File: config.mk
export PLATFORM = sky130hd
export DESIGN_NAME = hazard_scoreboard
export DESIGN_NICKNAME = d
export VERILOG_FILES = /design/src/rtl/riscv_pkg.sv /design/src/rtl/sb_counter.sv /design/src/rtl/hazard_scoreboard.sv
export SDC_FILE = /design/constraint.sdc
export NUM_CORES = 1
export LEC_CHECK = 0
export CAP_MARGIN = 20
export CORE_UTILIZATION = 60
export DETAILED_ROUTE_END_ITERATION = 16
export GPL_TIMING_DRIVEN = 0
export PLACE_DENSITY = 0.85
export SKIP_LAST_GASP = 1
export SLEW_MARGIN = 25
export SYNTH_ARGS = -nofsm -noshare
export SYNTH_HDL_FRONTEND = slang
export SYNTH_SLANG_ARGS = --single-unit
export TNS_END_PERCENT = 30
File: constraint.sdc
create_clock -name clk -period 5.3 [get_ports clk]
set_clock_uncertainty 0.1 [all_clocks]
set_input_delay 0.53 -clock clk [delete_from_list [all_inputs] [get_ports clk]]
set_output_delay 0.53 -clock clk [all_outputs]
set_load 0.005 [all_outputs]
File: src/rtl/riscv_pkg.sv
// Shared decode-stage types and helpers for the hazard scoreboard.
// Holds the latency-class encoding, register-file geometry and the per-class
// latency lookup used when an instruction issues.
package riscv_pkg;

  typedef enum logic [1:0] {
    LAT_ALU  = 2'd0,
    LAT_LOAD = 2'd1,
    LAT_MDU  = 2'd2
  } lat_class_t;

  localparam int REG_AW   = 5;
  localparam int NUM_REGS = 32;

  // Cycles a dependent instruction must wait after an op of class c issues.
  function automatic int unsigned lat_of(input lat_class_t c,
                                         input int unsigned load_lat,
                                         input int unsigned mdu_lat);
    case (c)
      LAT_LOAD: return load_lat;
      LAT_MDU:  return mdu_lat;
      default:  return 0;
    endcase
  endfunction

endpackage

File: src/rtl/sb_counter.sv
// Scoreboard down-counter: counts remaining cycles until a result is forwardable.
// Ports: clk/rst_n (async active-low), i_load/i_load_val (set value),
//        o_cnt (current count), o_nz (count is nonzero).
// A load in the same cycle wins over the decrement; the count saturates at 0.
module sb_counter #(
  parameter int CW = 3
) (
  input  logic          clk,
  input  logic          rst_n,
  input  logic          i_load,
  input  logic [CW-1:0] i_load_val,
  output logic [CW-1:0] o_cnt,
  output logic          o_nz
);

  logic [CW-1:0] r_cnt;

  always_ff @(posedge clk or negedge rst_n) begin
    if (!rst_n) begin
      r_cnt <= '0;
    end else if (i_load) begin
      r_cnt <= i_load_val;
    end else if (r_cnt != '0) begin
      r_cnt <= r_cnt - 1'b1;
    end
  end

  assign o_cnt = r_cnt;
  assign o_nz  = (r_cnt != '0);

endmodule

File: src/rtl/hazard_scoreboard.sv
// Decode-stage hazard scoreboard: stalls IF/ID (and bubbles ID/EX) until every
// source of the ID instruction is forwardable, WAW ordering is safe and the MDU is free.
// Ports: clk, rst_n (async active-low); ID instruction fields valid_ID, readReg1/2,
//        useRs1/2, regWrite_ID, writeReg_ID, latClass_ID; flush from EX.
//        Outputs: stall (combinational), mdu_busy, pending (per-register nonzero count).
module hazard_scoreboard
  import riscv_pkg::*;
#(
  parameter int NUM_REGS = riscv_pkg::NUM_REGS,
  parameter int LOAD_LAT = 1,
  parameter int MDU_LAT  = 4,
  parameter int CW       = 3
) (
  input  logic                clk,
  input  logic                rst_n,
  input  logic                valid_ID,
  input  logic [4:0]          readReg1,
  input  logic [4:0]          readReg2,
  input  logic                useRs1,
  input  logic                useRs2,
  input  logic                regWrite_ID,
  input  logic [4:0]          writeReg_ID,
  input  logic [1:0]          latClass_ID,
  input  logic                flush,
  output logic                stall,
  output logic                mdu_busy,
  output logic [NUM_REGS-1:0] pending
);

  logic [CW-1:0]       w_cnt [NUM_REGS];
  logic [NUM_REGS-1:0] w_nz;
  lat_class_t          w_cls;
  logic [CW-1:0]       w_lat;
  logic [CW-1:0]       w_mdu_cnt;
  logic                w_mdu_nz;
  logic                w_raw;
  logic                w_waw;
  logic                w_struct;
  logic                w_live;
  logic                w_issue;
  logic                w_issue_wr;

  // Encoding 3 is unused and behaves as a plain ALU op.
  assign w_cls = (latClass_ID == 2'd3) ? LAT_ALU : lat_class_t'(latClass_ID);
  assign w_lat = CW'(lat_of(w_cls, LOAD_LAT, MDU_LAT));

  // x0 is hardwired zero: no counter, never pending.
  assign w_cnt[0] = '0;
  assign w_nz[0]  = 1'b0;

  genvar g;
  for (g = 1; g < NUM_REGS; g++) begin : g_reg
    sb_counter #(.CW(CW)) u_cnt (
      .clk        (clk),
      .rst_n      (rst_n),
      .i_load     (w_issue_wr && (writeReg_ID == REG_AW'(g))),
      .i_load_val (w_lat),
      .o_cnt      (w_cnt[g]),
      .o_nz       (w_nz[g])
    );
  end

  // Single non-pipelined MDU: any MDU op holds it for MDU_LAT cycles.
  sb_counter #(.CW(CW)) u_mdu_cnt (
    .clk        (clk),
    .rst_n      (rst_n),
    .i_load     (w_issue && (w_cls == LAT_MDU)),
    .i_load_val (CW'(MDU_LAT)),
    .o_cnt      (w_mdu_cnt),
    .o_nz       (w_mdu_nz)
  );

  // Sources look at state before this instruction's own write, so rs==rd never self-blocks.
  assign w_raw = (useRs1 && (readReg1 != '0) && w_nz[readReg1]) ||
                 (useRs2 && (readReg2 != '0) && w_nz[readReg2]);

  // A younger write may only land once it cannot complete before the older one.
  assign w_waw = regWrite_ID && (writeReg_ID != '0) && (w_cnt[writeReg_ID] > w_lat);

  assign w_struct = (w_cls == LAT_MDU) && w_mdu_nz;

  // Flush kills the ID instruction outright; it neither stalls nor issues.
  assign w_live     = valid_ID && !flush;
  assign stall      = w_live && (w_raw || w_waw || w_struct);
  assign w_issue    = w_live && !stall;
  assign w_issue_wr = w_issue && regWrite_ID && (writeReg_ID != '0);

  assign mdu_busy = w_mdu_nz;
  assign pending  = w_nz;

endmodule
==> impl_summary.txt, run 1 <==
----------------------------------------------------
[Yosys]
  Yosys top cell area share ... 0.2993
  Number of nets in the synthesized netlist ... 901
  Syn Area/Cell ... 9.897 sq um
  Part of the Yosys area used for sequential elements ... 0.2993
  Synth Register Bits ... 96
  Unique cell type count in the Yosys netlist ... 59
  Yosys synthesis warning count ... 0
  Post-synth top area cell ... dfrtp_1
  Post-synth EDFFs ... 0
  Largest cells by area after synthesis ... dfrtp_1 (30%), mux2i_1 (11%), ha_1 (10%), mux4_2 (9.5%), inv_1 (4.4%)
  Cell area after synthesis ... 8026 sq um
  Most used flip-flop cell after synthesis ... dfrtp_1
  Instance count of the mapped netlist ... 811
  Post-synth ARST share ... 1.000

[Global route]
  Wire length of the first global-routing pass ... 34.94 mm
  Largest net degree at the start of global routing ... 51
  Aggregate global-route resource usage ... 0.3299
  Number of global-route vias before repair ... ~6500
  Initial antenna violation count ... 1
  Remaining Overflow, GRT ... 0

[STA]
  Max Clk Rate ... 194.1 MHz
  Final min period ... 5.151 ns
  Final number of hold-violating endpoints ... 0
  Number of pins exceeding their max-slew limit in the final report ... 0
  Final setup violation count ... 0
  Period utilisation layout ... 0.9718
  Worst-margin pin slew ... 0.7886 ns
  Worst slew margin relative to its limit ... 0.4742
  Unrepaired setup endpoints after global routing ... no

[CTS]
  Clk_lat worst skew ... ~0.36 ns
  Clock slew seen by the registers of the worst setup and hold paths ... approximately 0.07 ns
  Number of sinks handled by clock tree synthesis ... 96
  Library cell used as clock root buffer ... clkbuf_16
  Inserted Clock Buffers ... 9
  Htree depth ... 3
  Number of hold buffers added after cts ... 0
  Maximum clock path buffer count ... 2
  Clock tree from TritonCTS ... yes

[Layout]
  Number of nets in the final layout ... 972
  Share of cells above drive strength 1 ... 0.1612
  Area growth, synth to finish ... 14.93%
  Final Non-Filler Cells ... around 1100
  Design Area, Final ... 9225 sq um

[Floorplan]
  Area inside the core boundary ... 12820 sq um
  Die W ... around 120 um
  Initial standard-cell utilization of the core ... 0.6259
  Count of standard-cell rows ... 41
  Number of top-level pins ... 58
  Die area ... 13840 sq um
  Height of the chip ... 117.7 um

[Routing]
  Iteration count of the initial detailed-routing pass ... 6
  Detailed Route Iter0 Violations ... 715
  Antenna-violating nets left ... 0
  Ratio of routed vias to standard cells ... 6.181
  Number of design rule violations left after detail routing ... 0
  Vias post-DR ... 6552
  Detailed-route wire length per cell ... about 20 um
  Wire length after detailed routing ... 21.80 mm

[Setup path]
  Required arrival time at the worst endpoint ... 4.67 ns
  Slowest cell on the critical path ... mux4_2
  Startpoint-to-endpoint class of the critical path ... input port to output port
  Kind of end point of the critical path ... output port
  Worst setup SP type ... input port
  Delay of the slowest cell on the worst path ... between 0.4 and 0.5 ns
  Minimum setup slack among reg-to-reg paths ... 1.30 ns
  Cell-by-cell trace of the critical path ... buf_2 > clkbuf_4 > buf_6 > buf_6 > mux4_2 > mux4_2 > mux2_2 > ha_1 > nand2b_1 > a22oi_2 > nand4_1 > o32ai_2 > a2bb2oi_4 > and2_4 > nor2b_1 > clkdlybuf4s50_1
  Signal arrival time at the worst endpoint ... 4.52 ns
  CP max FO ... 10

[Pwr]
  Maximum vdd ir drop ... 0.0002825 V
  PD cells ... 573.5 nW/um^2
  Leakage power total ... roughly 4.3 nW

[Placement]
  Final GP Congestion ... 0.9726
  Cell Count Post-Placement ... just over 1000
  Area post-placement ... 8791 sq um
  Final HPWL from detailed placement ... roughly 16 mm
  Count of buffers inserted at the top-level ports ... 52

[Run]
  Count of maximum capacitance violations ... 0

[Run status]
  Run status ... finished clean

[Worst hold path]
  Worst min-delay path class ... input port to asynchronous set/reset pin

----------------------------------------------------
[registers in the layout, summed over array words and instances (netlist names)]
register and cells:
g.u_cnt.o_cnt 93, u_mdu_cnt.o_cnt 3
[cells in the final DEF, fill, tap and decap left out, types with 15 or more instances in the layout]
cell type / n
xnor2_1: 32
a21oi_1: 42
ha_1: 66
nand3_1: 18
dfrtp_1: 96
nand2b_1: 16
clkdlybuf4s50_1: 50
nor2b_1: 28
nor2_1: 69
buf_4: 40
nor3_1: 15
inv_1: 95
mux2i_1: 92
mux4_2: 34
clkbuf_1: 22
nand2_1: 29
[synthesized netlist by cell type (all sizes together), types with 2 or more instances]
cell     instances
inv             96
nand3           31
a31oi            6
nor4             3
xnor2           32
buf             53
and3             4
mux4            34
a2bb2oi          2
a2111oi          2
a211oi           8
a21oi           42
nor3            16
dfrtp           96
o32ai            2
nor2b           29
nand2           29
a22o             2
o31ai            2
o211ai           2
ha              66
clkbuf          20
mux2             4
nand2b          16
mux2i           92
nor2            70
nor3b            5
or3              2
o21ai           11
nand4            7
and2             5
o211a            8
nand3b           2
[where the power goes]
part           leakage [nW]  internal, W  total [W]  switching, W
clock network         0.150     0.000391   0.000682      0.000291
registers              1.14      0.00114    0.00150      0.000355
logic                  3.05      0.00154    0.00311       0.00157
[layout make-up]
cell class | count | area, sq um
Inverter | 96 | 360.3
Sequential cell | 96 | 2402
Tap cell | 172 | 215.2
Multi-Input combinational cell | 546 | 4847
Clock inverter | 3 | 40.04
Fill cell | 943 | 3600
Antenna cell | 1 | 2.502
Buffer | 73 | 478.0
Clock buffer | 13 | 260.3
Timing Repair Buffer | 60 | 619.3
[worst max-delay path, delay by kind of cell]
kind,cells,cell delay [ns]
buffers and inverters,5,1.37
and+or+nand+nor,4,0.52
muxes,3,1.13
AOI/OAI and AO/OA,3,0.76
adders and majority gates,1,0.21
[metrics by stage]
stage / total power (W) / setup WS [ns] / hold slack, ns / util / setup TNS, ns
after floorplan: 0.003628 / 0.8579 / 0.1344 / - / 0
after CTS: 0.005237 / 0.05594 / 0.02195 / 0.7124 / 0
final: 0.005290 / 0.1493 / 0.005073 / 0.7193 / 0
after global placement: 0.004342 / -0.7089 / 0.4166 / 0.6832 / -25.94
after detailed placement: 0.004496 / -0.7245 / 0.3980 / 0.6855 / -15.12
after global routing: 0.005701 / 0.04151 / 0.04486 / 0.7191 / 0
[logic make-up (layout without fill, tap and decap cells)]
group                      after synthesis  count (layout)  synth area share
muxes                                  130             130            0.2157
buffers and inverters                  169             245           0.09945
DFF                                     96              96            0.2993
adders and majority gates               66              66            0.1029
other                                    1               2         0.0004672
AOI/OAI and AO/OA                       96              96           0.08200
xor gates and xnor gates                32              32           0.03492
and+or+nand+nor                        221             221            0.1652
[metal layers]
layer  vias up  part of all wire  GRT usage
li1       2918                 -          -
met1      3133              0.39     0.4405
met2       420              0.45     0.5132
met3        81              0.12    0.06977
met4         0             0.042     0.1538
met5         -                 0          0
[what timing repair did]
action                     in CTS  in global routing
buffers inserted                1                  4
cloned                          0                  2
setup endpoints to repair       1                  1
resized for setup              14                  7
pin swaps                       1                  3
[path summary, 6_finish.rpt]
path | to | startpoint | depth (start not counted)
worst max-delay path | stall | writeReg_ID[1] | 16
max in group asynchronous | g_reg[2].u_cnt.o_cnt[0] | rst_n | 2
worst max register to register | g_reg[27].u_cnt.o_cnt[0] | g_reg[15].u_cnt.o_cnt[2] | 13
worst min register to register | g_reg[14].u_cnt.o_cnt[1] | g_reg[14].u_cnt.o_cnt[1] | 1
min in group clk | g_reg[14].u_cnt.o_cnt[1] | g_reg[14].u_cnt.o_cnt[1] | 1
worst min-delay path | g_reg[27].u_cnt.o_cnt[1] | rst_n | 1
No activity file was read; power rests on OpenSTA's default activity.
==> run 2: changes to the inputs <==
Settings changed: ABC_CLOCK_PERIOD_IN_PS set to 5300, CORE_UTILIZATION 60 to 61, PLACE_DENSITY 0.85 to 0.86, SYNTH_HIERARCHICAL set to 1.
==> impl_summary.txt, run 2 <==
----------------------------------------------------
[Run status]
  Run status ... finished with violations
  Violations in the final reports ... negative hold slack

[Yosys]
  Yosys synthesis warning count ... 6 (+6)
  Compound-cell area share of the yosys netlist ... 0.1187 (+0.03675)
  Post-synth EDFFs ... 0 (unchanged)
  Most common cell in the synthesized netlist ... inv_1
  Synth Register Bits ... 96 (unchanged)
  Share of synthesized cell area in and, or, nand and nor gates ... 0.2923 (+0.1270)
  Post-synth top area cell ... dfrtp_1
  Instance count of the mapped netlist ... 855 (+5.4%)
  Unique cell type count in the Yosys netlist ... 49 (-17%)
  Adder-cell share of the synthesized area ... 0.1010 (-0.001889)
  Fraction of synthesized cell area in xor and xnor cells ... 0 (-0.03492)
  Part of the Yosys area used for sequential elements ... 0.2938 (-0.005496)
  Yosys top cell area share ... 0.2938 (-0.005496)
  Largest cells by area after synthesis ... dfrtp_1 (29%), ha_1 (10%), mux4_2 (9.1%), nor2b_1 (7.9%), nor4b_1 (6.9%)
  Most used flip-flop cell after synthesis ... dfrtp_1
  Largest family of logic cells by synthesized area ... simple AND/OR/NAND/NOR gates
  Most used standard cells in the synthesized netlist ... inv_1 (134), nor2b_1 (103), dfrtp_1 (96)
  Cell area after synthesis ... 8177 sq um (+1.9%)
  Post-synth ARST share ... 1.000 (unchanged)
  Share of synthesized area spent on multiplexers ... 0.1152 (-0.1005)
  Syn Area/Cell ... 9.563 sq um (-3.4%)

[STA]
  Period utilisation layout ... 0.9672 (-0.004637)
  Final min period ... 5.126 ns (-0.02458 ns)
  Final-layout setup total negative slack ... 0 ns (unchanged)
  Fin Hold WS ... -0.01607 ns (-0.02115 ns)
  Unrepaired setup endpoints after global routing ... no
  Number of pins exceeding their max-slew limit in the final report ... 0 (unchanged)
  Worst slew margin relative to its limit ... 0.3543 (-0.1200)
  Worst-margin pin slew ... 0.9612 ns (+0.1725 ns)
  Max Clk Rate ... 195.1 MHz (+0.48%)
  Final number of hold-violating endpoints ... 16 (+16)
  Final setup violation count ... 0 (unchanged)

[CTS]
  Number of hold buffers added after cts ... 0 (unchanged)
  Clock slew seen by the registers of the worst setup and hold paths ... 0.06 ns (about the same)
  Clock tree from TritonCTS ... yes
  Inserted Clock Buffers ... 9 (unchanged)
  Number of sinks handled by clock tree synthesis ... 96 (unchanged)
  Maximum clock path buffer count ... 2 (unchanged)
  Clk_lat worst skew ... 0.36 ns (about the same)
  Library cell used as clock root buffer ... clkbuf_16
  Total setup buffers inserted after CTS ... 0 (-1)
  Htree depth ... 3 (unchanged)

[Global route]
  Number of global-route vias before repair ... 6833 (+5.1%)
  Remaining Overflow, GRT ... 0 (unchanged)
  Initial antenna violation count ... 0 (-1)
  Wire length of the first global-routing pass ... 34.98 mm (+0.12%)
  Largest net degree at the start of global routing ... 56 (+9.8%)
  Aggregate global-route resource usage ... 0.3233 (-0.006579)

[Floorplan]
  Number of top-level pins ... 58 (unchanged)
  Die area ... 13870 sq um (+0.20%)
  Count of standard-cell rows ... 41 (unchanged)
  Initial standard-cell utilization of the core ... 0.6376 (+0.01171)
  Area inside the core boundary ... 12820 sq um (unchanged)
  Die W ... 117.8 um (about the same)
  Height of the chip ... 117.8 um (about the same)

[Setup path]
  CP max FO ... 10 (unchanged)
  Worst setup SP type ... input port
  Startpoint-to-endpoint class of the critical path ... input port to output port
  Signal arrival time at the worst endpoint ... 4.50 ns (-0.02 ns)
  Required arrival time at the worst endpoint ... 4.67 ns (about the same)
  Kind of end point of the critical path ... output port

[Layout]
  Number of inserted diodes ... 0 (-1)
  Max FFs per register ... 93 (unchanged)
  Register area ... 2402 sq um (unchanged)
  Area used by multi-input combinational logic ... 5304 sq um (+9.4%)
  Commonest non-fill, non-tap cells in the layout ... inv_1 (134), nor2b_1 (101), dfrtp_1 (96), nand2b_1 (67), ha_1 (66)
  Most frequent standard cell in the layout excluding fill and tap cells ... inv_1
  Fill cell instance count of the final layout ... 939 (-0.42%)
  Share of cells above drive strength 1 ... 0.08491 (-0.07631)
  Number of nets in the final layout ... 1039 (+6.9%)
  Area growth, synth to finish ... 14.89% (about the same)

[Pwr]
  Total power after layout ... 0.004660 W (-12%)
  PD cells ... 496.0 nW/um^2 (-14%)
  Leakage power total ... 3.874 nW (-11%)
  Maximum vdd ir drop ... 0.0002988 V (+5.8%)

[Routing]
  Wire length after detailed routing ... 21.91 mm (+0.49%)
  Detailed-route wire length per cell ... 19.45 um (-5.4%)
  Antenna-violating nets left ... 0 (unchanged)
  Number of design rule violations left after detail routing ... 0 (unchanged)
  Iteration count of the initial detailed-routing pass ... 5 (-1)
  Vias post-DR ... 7197 (+9.8%)
  Detailed Route Iter0 Violations ... 764 (+6.9%)
  Ratio of routed vias to standard cells ... 6.392 (+3.4%)

[Run]
  Count of maximum capacitance violations ... 0 (unchanged)

[Placement]
  Final GP Congestion ... 0.9274 (-4.6%)
  Count of buffers inserted at the top-level ports ... 47 (-9.6%)
  Final HPWL from detailed placement ... 16.06 mm (-0.35%)

[Worst hold path]
  Worst min-delay path class ... input port to asynchronous set/reset pin

----------------------------------------------------
## run 2: changes by cell type after synthesis, moves of 40 or more
cell,previous run,this run
nor4b_1,0,64
nor2_1,69,20
a21oi_1,42,2
nor2b_1,28,103
nand2b_1,16,67
mux2i_1,92,12
## run 2: stage by stage
step | area [sq um] | util | worst slack, ns | instances
3_5_place_dp | 9091 | 0.7089 | -0.8411 | 1110
4_1_cts | 9356 | 0.7296 | 0.01436 | 1126
5_1_grt | 9394 | 0.7325 | 0.03293 | 1126
6_report | 9394 | 0.7325 | 0.1739 | 1126
2_1_floorplan | 8300 | - | 0.8501 | 888
3_3_place_gp | 8986 | 0.7007 | -1.410 | 1107
## run 2: final timing paths
path                                     startpoint                        to  slack [ns]  cells past startpoint
hold reg to reg            g_reg[30].u_cnt/o_cnt[2]  g_reg[30].u_cnt/o_cnt[2]        0.53                      2
setup reg to reg           g_reg[20].u_cnt/o_cnt[2]  g_reg[31].u_cnt/o_cnt[0]        0.84                     14
setup / recovery                     writeReg_ID[1]                     stall        0.17                     15
min in group clk           g_reg[30].u_cnt/o_cnt[2]  g_reg[30].u_cnt/o_cnt[2]        0.53                      2
hold / removal                                rst_n   g_reg[8].u_cnt/o_cnt[2]       -0.02                      1
max in group asynchronous                     rst_n  g_reg[23].u_cnt/o_cnt[2]        4.49                      2
## run 2: timing repair
item | CTS | global route
endpoints found under the hold margin | 0 | 0
setup endpoints to repair | 84 | 76
pin swaps | 0 | 0
resized for setup | 3 | 13
## run 2: worst max-delay path, cell delays in order
cell and delay [ns]:
clkdlybuf4s50_1 0.55, clkbuf_4 0.28, buf_6 0.22, mux4_2 0.36, mux4_2 0.49, nor2_1 0.11
nor2_1 0.06, ha_1 0.28, nand2_1 0.05, o21ai_0 0.10, o2111ai_1 0.18, o31ai_1 0.36
o211ai_2 0.26, and2_1 0.23, clkdlybuf4s50_1 0.44
## run 2: cells by family (layout without fill, tap and decap cells)
| group | count (synthesis) | in the layout |
|---|---|---|
| buffers and inverters | 159 | 225 |
| adder cells (fa/ha/maj) | 66 | 66 |
| AND/OR/NAND/NOR | 358 | 358 |
| flip-flops | 96 | 96 |
| other | 2 | 35 |
| multiplexers | 52 | 52 |
| AO/OA/AOI/OAI | 122 | 122 |
## run 2: final cells by class
| class | count | area share |
|---|---|---|
| sequential | 96 | 0.2557 |
| multi-input combinational | 633 | 0.5646 |
| clock buffer | 16 | 0.02784 |
| buffer | 24 | 0.01598 |
| tap | 172 | 0.02291 |
| timing repair buffer | 50 | 0.05900 |
| inverter | 135 | 0.05394 |
## run 2: power breakdown
group | switching [W] | total (W) | internal, W
sequential | 0.000433 | 0.00157 | 0.00113
combinational | 0.00115 | 0.00247 | 0.00133
clock | 0.000286 | 0.000619 | 0.000333
## run 2: layer usage
layer | wire length (um) | vias up | GRT usage
li1 | - | 3279 | -
met1 | 9192 | 3493 | 0.4290
met2 | 10060 | 366 | 0.5033
met3 | 2014 | 59 | 0.07364
met4 | 638 | 0 | 0.1466
met5 | 0 | - | 0
